==> src/rtl/udp_checksum_arbiter.sv <==
// Round-robin arbiter that lends one shared UDP checksum engine to N_REQ packet
// sources for a whole packet, then returns the result tagged with requester ID and length.
module udp_checksum_arbiter #(
    parameter int N_REQ = 4,
    parameter int ID_W  = 2,
    parameter int LEN_W = 16
) (
    input  logic                  clk,
    input  logic                  areset,
    // Handshakes: a word moves on a rising edge where tvalid & tready are both 1.
    // A source holds tvalid/tdata/tlast stable until accepted; tready may toggle freely.
    output logic [N_REQ-1:0]      req_i_tready,
    input  logic [N_REQ-1:0]      req_i_tvalid,
    input  logic [N_REQ-1:0]      req_i_tlast,
    input  logic [16*N_REQ-1:0]   req_i_tdata,
    input  logic                  eng_o_tready,
    output logic                  eng_o_tvalid,
    output logic                  eng_o_tlast,
    output logic [15:0]           eng_o_tdata,
    output logic                  eng_i_tready,
    input  logic                  eng_i_tvalid,
    input  logic [15:0]           eng_i_tdata,
    input  logic                  res_o_tready,
    output logic                  res_o_tvalid,
    output logic [15:0]           res_o_tdata,
    output logic [ID_W-1:0]       res_o_tid,
    output logic [LEN_W-1:0]      res_o_len,
    output logic [1:0]            dbg_state
);

    typedef enum logic [1:0] {
        IDLE     = 2'd0,
        STREAM   = 2'd1,
        WAIT_RES = 2'd2,
        OUTPUT   = 2'd3
    } state_t;

    state_t           state;
    state_t           state_next;
    logic [ID_W-1:0]  rr_ptr;
    logic [ID_W-1:0]  grant;
    logic [ID_W-1:0]  grant_inc;
    logic [LEN_W-1:0] count;
    logic [ID_W-1:0]  pick;
    logic             found;
    logic [ID_W:0]    sum;
    logic             eng_hs;

    // Scan from rr_ptr upward; iterating downward lets the closest valid requester win.
    always_comb begin
        pick  = '0;
        found = 1'b0;
        sum   = '0;
        for (int i = N_REQ - 1; i >= 0; i--) begin
            sum = {1'b0, rr_ptr} + (ID_W + 1)'(i);
            if (sum >= (ID_W + 1)'(N_REQ)) begin
                sum = sum - (ID_W + 1)'(N_REQ);
            end
            if (req_i_tvalid[sum[ID_W-1:0]]) begin
                pick  = sum[ID_W-1:0];
                found = 1'b1;
            end
        end
    end

    assign grant_inc = (grant == ID_W'(N_REQ - 1)) ? '0 : grant + 1'b1;

    always_comb begin
        eng_o_tvalid = 1'b0;
        eng_o_tlast  = 1'b0;
        eng_o_tdata  = req_i_tdata[16*grant +: 16];
        req_i_tready = '0;
        eng_i_tready = 1'b0;
        if (state == STREAM) begin
            eng_o_tvalid = req_i_tvalid[grant];
            eng_o_tlast  = req_i_tlast[grant];
            if (eng_o_tready) begin
                req_i_tready = N_REQ'(1) << grant;
            end
        end
        if (state == WAIT_RES) begin
            eng_i_tready = 1'b1;
        end
    end

    assign eng_hs = eng_o_tvalid & eng_o_tready;

    always_comb begin
        state_next = state;
        case (state)
            IDLE:     if (found) state_next = STREAM;
            STREAM:   if (eng_hs && eng_o_tlast) state_next = WAIT_RES;
            WAIT_RES: if (eng_i_tvalid) state_next = OUTPUT;
            OUTPUT:   if (res_o_tready) state_next = IDLE;
            default:  state_next = IDLE;
        endcase
    end

    always_ff @(posedge clk or posedge areset) begin
        if (areset) begin
            state <= IDLE;
        end else begin
            state <= state_next;
        end
    end

    always_ff @(posedge clk or posedge areset) begin
        if (areset) begin
            rr_ptr       <= '0;
            grant        <= '0;
            count        <= '0;
            res_o_tvalid <= 1'b0;
            res_o_tdata  <= '0;
            res_o_tid    <= '0;
            res_o_len    <= '0;
        end else begin
            case (state)
                IDLE: begin
                    if (found) begin
                        grant <= pick;
                        count <= '0;
                    end
                end
                STREAM: begin
                    if (eng_hs) begin
                        if (count != '1) begin
                            count <= count + 1'b1;
                        end
                        if (eng_o_tlast) begin
                            rr_ptr <= grant_inc;
                        end
                    end
                end
                WAIT_RES: begin
                    if (eng_i_tvalid) begin
                        res_o_tvalid <= 1'b1;
                        res_o_tdata  <= eng_i_tdata;
                        res_o_tid    <= grant;
                        res_o_len    <= count;
                    end
                end
                OUTPUT: begin
                    if (res_o_tready) begin
                        res_o_tvalid <= 1'b0;
                    end
                end
                default: ;
            endcase
        end
    end

    assign dbg_state = state;

endmodule

==> config.mk <==
export PLATFORM = sky130hd
export DESIGN_NAME = udp_checksum_arbiter
export DESIGN_NICKNAME = d
export VERILOG_FILES = /design/src/rtl/udp_checksum_arbiter.sv
export SDC_FILE = /design/constraint.sdc
export NUM_CORES = 1
export LEC_CHECK = 0
export ABC_AREA = 1
export CAP_MARGIN = 10
export CORE_ASPECT_RATIO = 1.5
export CORE_MARGIN = 3
export CORE_UTILIZATION = 43
export CTS_CLUSTER_SIZE = 14
export DETAILED_ROUTE_END_ITERATION = 6
export PLACE_DENSITY_LB_ADDON = 0.25
export SLEW_MARGIN = 20
export SYNTH_ARGS = -nofsm -noshare
export SYNTH_HDL_FRONTEND = slang
export SYNTH_SLANG_ARGS = --single-unit
==> constraint.sdc <==
create_clock -name clk -period 2.2 [get_ports clk]
set_input_delay 0.44 -clock clk [delete_from_list [all_inputs] [get_ports clk]]
set_output_delay 0.44 -clock clk [all_outputs]
set_load 0.01 [all_outputs]
==> Word-level counts from Yosys, hierarchy flattened <==
Index checks and enable logic that the tools add are counted.
{ "classes": {"n_addsub": 9, "magnitude_cmp": 9, "eq_ne": 11, "shift": 2, "mux": 42, "n_bitwise": 1, "n_reduce_logical": 10} }
{ "op_table": {"columns": ["operator", "count"], "rows": [
  ["indexed part select 64 x 7 -> 16 bit", 1],
  ["two-way mux 16 bit", 3],
  ["one-hot mux 16 bit (2 select lines)", 1],
  ["two-way mux 2 bit", 13],
  ["adder 16 x 1 -> 16 bit, second input constant", 1],
  ["!= test 16 bit, second input constant", 1],
  ["less-than comparator 2 x 3 -> 1 bit, second input constant", 5],
  ["two-way mux 1 bit", 15],
  ["binary-select mux 1 bit (select 2 bit)", 6],
  [">= comparator 3 bit, second input constant", 3],
  ["two-way mux 4 bit", 2],
  ["!= test 2 bit, second input constant", 4],
  ["one-hot mux 2 bit (4 select lines)", 1],
  ["AND reduction 4 bit", 2],
  ["subtractor 2 x 1 -> 2 bit, second input constant", 4],
  ["adder 2 x 2 -> 3 bit, second input constant", 2],
  ["equality test 2 bit, second input constant", 3],
  ["AND reduction 3 bit", 2],
  ["!= test 2 x 1 -> 1 bit, second input constant", 2],
  ["AND reduction 2 bit", 2],
  ["nonzero test 2 bit", 2],
  ["<< shifter 1 x 2 -> 4 bit, first input constant", 1],
  ["adder 2 x 1 -> 3 bit, second input constant", 1],
  [">= comparator 2 x 3 -> 1 bit, second input constant", 1],
  ["other kinds (6)", 6]
]} }
{ "word_totals": {"register_bits": 57, "inputBits": 93, "out_inout_bits": 60, "word_cells": 92} }

==> Depth between registers and ports, before layout <==
Gate-level depths: netlist of run 1.
{ "logic_depth": {"ltp_word": 11, "mapped_depth": 11, "ltp_nobuf": 10} }

==> Worst setup path before layout of run 1 <==
No wires, ideal clock.
{ "synth_path": {"kind": "reg-to-output", "startpoint": "reg grant[1]", "endpoint": "out req_i_tready[0]", "arrival_time_ps": 1310, "required_ps": 1760, "path_slack_ps": 450, "path_stages_with_launch": 7, "n_path_buf": 2, "path_cell_list": "dfrtp_1 inv_1 clkbuf_1 clkbuf_1 ha_1 inv_1 nor2_1"} }
{ "synth_between": {"elab_chain_cells": 3} }
{ "synth_lines": {"columns": ["element", "line", "rtl"], "rows": [
  ["start, declared", "41", "logic [ID_W-1:0] grant;"],
  ["start signal, assigned", "120", "grant <= pick;"],
  ["<< shifter 1 x 2 -> 4 bit", "78", "req_i_tready = N_REQ'(1) << grant;"],
  ["two-way mux 4 bit", "77", "if (eng_o_tready) begin"],
  ["two-way mux 4 bit", "74", "if (state == STREAM) begin"],
  ["end, declared", "12", "output logic [N_REQ-1:0] req_i_tready,"]
]} }
Every way passes these cells.

==> Worst setup path in the final report of run 1 <==
{ "layout_path": {"startpoint": "reg grant[0]", "endpoint": "out eng_o_tlast"} }
{ "layout_between": {"elab_chain_cells": 3} }
{ "layout_lines": {"columns": ["element", "line", "rtl"], "rows": [
  ["binary-select mux 1 bit (select 2 bit)", "76", "eng_o_tlast = req_i_tlast[grant];"],
  ["two-way mux 1 bit (implied by the code)", "76", null],
  ["two-way mux 1 bit", "74", null],
  ["end, declared", "18", "output logic eng_o_tlast,"]
]} }
Every way passes these cells. The select of a mux whose other input is x is not followed.

==> impl_metrics.py, run 1 <==
metrics = {
    "outcome": {
        "status": "finished, final reports clean",
    },
    "setup_path": {
        "worstReg2RegStart": "grant[0]$_DFFE_PP0P_",
        "critPathMaxFanout": 11,
        "critical_path_arrival_ns": 1.71,
        "crit_type": "reg2out",
        "start_kind": "flip-flop",
        "rr_worst_depth": 11,
        "worst_ep_required_time_ns": 1.76,
        "timing.reg2reg.setup_slack_ns": 0.33,
        "r2r-end": "count[6]$_DFFE_PP0P_",
        "crit_path_end_kind": "primary output",
    },
    "min_path": {
        "worstHoldPathType": "in2async",
    },
    "floorplan": {
        "rows": 39,
        "die_w_um": 79.8,
        "io_pins": 153,
        "die_h_um": 117,
        "core-area_um2": 7760,
        "initial_core_util": 0.453,
        "die-area_um2": 9310,
    },
    "timing": {
        "slew_viol_final": 0,
        "slew-limit-headroom": 0.736,
        "fin_tns_setup_ns": 0,
        "finalHoldViolations": 0,
        "setup_viol": 0,
        "tightest_slew_ns": 0.396,
        "min_period_ns": 2.15,
        "hold_slack_ns": 0.383,
        "clock_skew_ns": 0.00765,
        "rsz0062_at_grt": "no",
        "period_share": 0.975,
        "max_freq_ghz": 0.466,
        "setup_ws_ns": 0.0542,
    },
    "logic_synthesis": {
        "ys.flop_type": "dfrtp_1",
        "ys_warn_count": 0,
        "synth_cell_types": 32,
        "syn_area_um2": 3510,
        "synth_edf_count": 0,
        "syn_area_per_cell_um2": 7.81,
        "syn_inst": 450,
        "ys_seq_elements": 57,
        "syn_nets": 552,
        "async_flop_share": 1.00,
        "ys_seq_area_frac": 0.406,
    },
    "global_routing": {
        "grt_max_degree": 46,
        "grt_pass1_vias": 3651,
        "grt_usage": 0.229,
        "grt-ovfl-total": 0,
        "grt_pass1_wl_um": 16800,
        "antenna_found_initial": 0,
    },
    "route": {
        "drc": 0,
        "routed_via_density": 5.08,
        "via_count": 3658,
        "drt-wirelength-per-cell_um": 15.2,
        "ant_nets": 0,
        "first_pass_iters": 4,
        "drt_iter0_drc": 120,
        "drt_wl_total_um": 10900,
    },
    "cells_and_area": {
        "regArea_um2": 1430,
        "fill_cells": 620,
        "syn2layout_area_growth_pct": 58.0,
        "multi_input_area_um2": 1800,
        "final_layout_size_suffix_gt1_frac": 0.150,
        "fin_nets": 715,
        "antenna_cells": 0,
    },
    "clock_network": {
        "htreeDepth": 3,
        "clkTransAtPathRegs_ns": 0.05,
        "clock-sinks": 57,
        "cts-root-buf": "clkbuf_16",
        "cts_tree": "done",
        "cts.path.max_buffers": 2,
        "ctsHoldBuffers": 0,
        "cts-buffers-inserted": 9,
        "clk_latency_ns": 0.32,
    },
    "flow_run": {
        "drv_cap": 0,
    },
    "pwr": {
        "power_switching_share": 0.396,
        "switchingPower_mw": 2.53,
        "p_comb_frac": 0.549,
        "power.leakage_nw": 2.54,
        "p_seq_frac": 0.239,
        "worst_ir_drop_vdd_mv": 0.749,
        "p_int_mw": 3.87,
        "p_per_area_nw_per_um2": 1150,
        "clkPwrFrac": 0.211,
    },
    "placed_design": {
        "dpl_worst_slack_ns": -0.0602,
        "numPortBuffers": 152,
        "routabilityCongestion": 0.911,
        "hpwl_um": 8060,
    },
}
## critical path, cell delays in order, from the launching register on
cell	delay (ns)
dfrtp_2	0.44
buf_12	0.16
or2_2	0.30
nand3_1	0.08
nand2_1	0.09
inv_1	0.06
nor2_1	0.03
clkdlybuf4s15_1	0.23
## per-layer routing
metal	share of wire	GRT usage	wire length (um)	up-vias
li1	-	-	-	1800
met1	0.36	0.232	3940	1704
met2	0.54	0.445	5900	147
met3	0.089	0.0625	975	7
met4	0.010	0.0789	111	0
met5	0	0	0	-
## power by group through the flow
stage | Combinational (mW) | Sequential, mW | Clock (mW)
global placement | 3.50 | 1.51 | 0
detailed placement | 3.58 | 1.53 | 0
floorplan | 1.93 | 1.58 | 0
CTS | 3.47 | 1.52 | 1.37
global route | 3.85 | 1.57 | 1.43
finish | 3.52 | 1.53 | 1.35
## cells in the final DEF (no fill, tap or decap), types with 2 or more instances in the layout
cell type | netlist | layout
buf_12 | 0 | 3
buf_4 | 1 | 15
buf_6 | 4 | 2
clkbuf_16 | 0 | 10
clkdlybuf4s50_1 | 0 | 130
clkinv_2 | 0 | 4
dfrtp_1 | 57 | 56
dlygate4sd2_1 | 0 | 20
ha_1 | 9 | 8
inv_1 | 47 | 45
inv_2 | 1 | 3
mux2_2 | 22 | 22
nand2_1 | 97 | 96
nand2_2 | 5 | 6
nand3_1 | 37 | 37
nand4_1 | 2 | 2
nor2_1 | 49 | 49
o21ai_0 | 48 | 47
o21ai_1 | 7 | 8
o21ai_2 | 12 | 12
o22ai_1 | 18 | 17
or2_2 | 3 | 3
xor2_1 | 4 | 4
## logic make-up (layout without fill, tap and decap cells)
kind of cell,Yosys count,in the layout,share of synthesized area
buf+inv,70,238,0.0862
compound gates,87,87,0.144
simple gates,200,200,0.249
fa+ha+maj,9,9,0.0321
flops,57,57,0.406
mux,22,22,0.0705
xor+xnor,5,5,0.0125
## how the worst max path moves through the flow
stage | slack, ns | start | to | depth (start not counted)
after floorplan | 0.36 | areset | count[0]$_DFFE_PP0P_ | 1
after global placement | -0.05 | req_i_tdata[34] | eng_o_tdata[2] | 4
after global routing | 0.01 | grant[0]$_DFFE_PP0P_ | eng_o_tlast | 7
after CTS | -0.08 | grant[0]$_DFFE_PP0P_ | eng_o_tdata[6] | 4
final | 0.05 | grant[0]$_DFFE_PP0P_ | eng_o_tlast | 7
after detailed placement | -0.06 | req_i_tdata[34] | eng_o_tdata[2] | 4
## what timing repair did
item	4_1_cts	5_1_grt
resized for setup	27	4
cloned	0	1
endpoints found under the setup margin	22	2
endpoints found under the hold margin	0	0
setup buffers	0	1
pin swaps	1	0
## registers in the layout, summed over array words and instances (netlist names)
name,cells
res_o_tdata,16
res_o_tid,2
dbg_state,2
count,16
res_o_len,16
rr_ptr,2
res_o_tvalid,1
grant,2
## final cells by class
class	instances	share of cell area
flip-flops and latches	57	0.257
repair buffers	173	0.310
multi-input cells	323	0.323
inverters	49	0.0336
well taps	102	0.0230
clock inverters	6	0.0104
clock buffers	10	0.0430
## cells in the mapped netlist, drive strengths merged (2+ instances only)
cell      n  area, um^2
o22ai    18         113
dfrtp    57        1430
xor2      4        35.0
buf       9        71.3
inv      49         186
nor2     51         201
mux2     22         248
ha        9         113
nand3    39         213
nand4     2        12.5
nand2   103         407
clkbuf   12        45.0
o21ai    67         380
or2       3        18.8
## stage by stage
step           area (um^2)  std cells  total power, mW   util
6_report              5550        720             6.41  0.716
3_3_place_gp          5230        702             5.02  0.674
2_1_floorplan         3510        450             3.51      -
5_1_grt               5550        720             6.84  0.716
4_1_cts               5510        718             6.36  0.710
3_5_place_dp          5230        702             5.11  0.674
(Power assumes the default switching activity.)
==> run 2: changes to the inputs <==
--- a/config.mk
+++ b/config.mk
@@ -5,11 +5,10 @@
 export SDC_FILE = /design/constraint.sdc
 export NUM_CORES = 1
 export LEC_CHECK = 0
-export ABC_AREA = 1
 export CAP_MARGIN = 10
 export CORE_ASPECT_RATIO = 1.5
 export CORE_MARGIN = 3
-export CORE_UTILIZATION = 43
+export CORE_UTILIZATION = 41
 export CTS_CLUSTER_SIZE = 14
 export DETAILED_ROUTE_END_ITERATION = 6
 export PLACE_DENSITY_LB_ADDON = 0.25
==> run 2 against run 1 <==
  * The flow now finishes with violations (negative setup slack)
  * Worst hold slack improved by 0.066 ns
  * Cell area decreased by 4.0%
  * Via count decreased by 15%
  * Synthesized cell count decreased by 40%
==> impl_metrics.py, run 2 <==
metrics = {
    "placed_design": {
        "hpwl_um": 7690,
        "routabilityCongestion": 0.930,
        "dpl_cell_area_um2": 5100,
        "numPortBuffers": 152,
    },
    "logic_synthesis": {
        "synth_area_leader_cell": "dfrtp_1",
        "synth_cell_types": 43,
        "ys.flop_type": "dfrtp_1",
        "ys_top_cells_by_count": "dfrtp_1 (57), mux2_2 (30), nand2_1 (27)",
        "ys_seq_area_frac": 0.449,
        "synth_edf_count": 0,
        "ys_top_cells_by_area": "dfrtp_1 (45%), mux4_2 (12%), mux2_2 (11%), ha_1 (3.5%), nand2_1 (3.2%)",
        "synth_top_area_share": 0.449,
        "async_flop_share": 1.00,
        "syn_area_per_cell_um2": 11.7,
        "synth.most_common_cell": "dfrtp_1",
        "ys_warn_count": 0,
        "ys_seq_elements": 57,
        "syn_area_um2": 3170,
        "syn_inst": 271,
        "syn_nets": 373,
    },
    "timing": {
        "finalHoldViolations": 0,
        "setup_viol": 6,
        "slew_viol_final": 0,
        "tightest_slew_ns": 0.512,
        "fin_tns_setup_ns": -0.0829,
        "max_freq_ghz": 0.451,
        "min_period_ns": 2.22,
        "rsz0062_at_grt": "yes",
        "slew-limit-headroom": 0.658,
        "period_share": 1.01,
        "clock_skew_ns": 0.00710,
        "setup_ws_ns": -0.0188,
        "hold_slack_ns": 0.449,
    },
    "cells_and_area": {
        "antenna_cells": 0,
        "final_cell_area_um2": 5330,
        "syn2layout_area_growth_pct": 67.9,
        "reg.largest.list": "count (16), res_o_len (16), res_o_tdata (16)",
        "fin_nets": 564,
        "final_layout_size_suffix_gt1_frac": 0.276,
        "utilization": 0.723,
        "final_cell_mix": "clkdlybuf4s50_1 (129), dfrtp_1 (57), buf_4 (32)",
        "final_common_cell": "clkdlybuf4s50_1",
    },
    "clock_network": {
        "cts-root-buf": "clkbuf_8",
        "htreeDepth": 3,
        "clk_latency_ns": 0.34,
        "cts_tree": "done",
        "cts-buffers-inserted": 9,
        "clock-sinks": 57,
        "clkTransAtPathRegs_ns": 0.06,
        "cts.path.max_buffers": 2,
    },
    "route": {
        "routed_via_density": 5.47,
        "ant_nets": 0,
        "drt_wl_total_um": 10100,
        "via_count": 3104,
        "drt-wirelength-per-cell_um": 17.8,
        "first_pass_iters": 5,
        "drt_iter0_drc": 156,
        "drc": 0,
    },
    "setup_path": {
        "worst_ep_required_time_ns": 1.76,
        "cpPeakStageDelay_ns": 0.48,
        "crit_buf_inv": 2,
        "slowest_stage": "mux4_2",
        "critPathMaxFanout": 8,
        "critical_path_arrival_ns": 1.78,
        "path_cells": "bufbuf_16 -> mux4_2 -> dlygate4sd2_1",
        "start_kind": "flip-flop",
        "crit_type": "reg2out",
        "path_delay_family": "buffers and inverters",
        "crit_path_end_kind": "primary output",
    },
    "floorplan": {
        "initial_core_util": 0.431,
        "die-area_um2": 8860,
        "die_h_um": 114,
        "rows": 38,
        "die_w_um": 77.8,
        "io_pins": 153,
        "core-area_um2": 7370,
    },
    "pwr": {
        "worst_ir_drop_vdd_mv": 0.856,
        "power.leakage_nw": 2.28,
        "report.power.total_mw": 5.41,
        "p_per_area_nw_per_um2": 1020,
    },
    "outcome": {
        "violations": "negative setup slack",
        "status": "finished with violations",
    },
    "global_routing": {
        "grt_pass1_vias": 3227,
        "antenna_found_initial": 0,
        "grt_max_degree": 34,
        "grt_usage": 0.233,
        "grt-ovfl-total": 0,
        "grt_pass1_wl_um": 16000,
    },
    "flow_run": {
        "drv_cap": 0,
    },
    "min_path": {
        "worstHoldPathType": "in2async",
    },
}
==> run 2: changes by cell type in the layout (fill, tap and decap cells not counted), sizes merged, moves of 8 or more <==
cell         delta
a21oi          +10
a31oi           +9
and3            +8
buf            +20
clkbuf         +16
dlygate4sd2    -14
inv            -35
mux2            +9
mux4           +17
nand2          -75
nand3          -35
nor2           -41
o21ai          -54
o22ai          -15
==> run 2: repair_timing <==
action,in CTS,in global routing
pin swaps,0,2
setup buffers,3,0
setup endpoints to repair,25,24
resized for setup,50,22
hold buffers,0,0
gates cloned,1,0
==> run 2: metal layers <==
| layer | vias to the layer above | part of all wire | track usage |
|---|---|---|---|
| met5 | - | 0 | 0 |
| met4 | 0 | 0.025 | 0.0998 |
| met3 | 24 | 0.094 | 0.0727 |
| met2 | 174 | 0.53 | 0.417 |
| met1 | 1492 | 0.35 | 0.249 |
| li1 | 1414 | - | - |
==> run 2: layout make-up <==
cell class | count | area [um^2]
sequential | 57 | 1430
timing repair buffer | 191 | 1820
clock buffer | 13 | 149
tap | 100 | 125
inverter | 14 | 52.6
clock inverter | 3 | 40.0
fill | 526 | 2040
multi-input combinational | 189 | 1720
==> run 2: power breakdown <==
part | leakage (nW) | switching [mW] | internal, mW
combinational | 1.44 | 1.24 | 1.67
clock | 0.0974 | 0.386 | 0.551
sequential | 0.743 | 0.219 | 1.34
==> run 2: cells by family after synthesis <==
| logic type | share of synthesized area |
|---|---|
| AOI/OAI and AO/OA | 0.126 |
| adders and majority gates | 0.0355 |
| buffers and inverters | 0.0304 |
| DFF | 0.449 |
| muxes | 0.240 |
| and+or+nand+nor | 0.119 |
==> run 2: path summary, 6_finish.rpt <==
check	to	cells after the start	startpoint	slack, ns
min in group clk	res_o_tid[1]$_DFFE_PP0P_	2	res_o_tid[1]$_DFFE_PP0P_	0.49
worst max-delay path	eng_o_tdata[8]	3	grant[0]$_DFFE_PP0P_	-0.02
worst max register to register	count[6]$_DFFE_PP0P_	10	grant[0]$_DFFE_PP0P_	0.07
worst min-delay path	res_o_tdata[2]$_DFFE_PP0P_	2	areset	0.45
max in group asynchronous	res_o_len[0]$_DFFE_PP0P_	3	areset	1.27
worst min register to register	res_o_tid[1]$_DFFE_PP0P_	2	res_o_tid[1]$_DFFE_PP0P_	0.49
==> run 2: through the flow <==
step           setup WS [ns]  cells
6_report             -0.0188    567
5_1_grt               -0.111    567
4_1_cts              -0.0446    567
3_5_place_dp          -0.240    547
3_3_place_gp          -0.214    547
2_1_floorplan          0.137    271
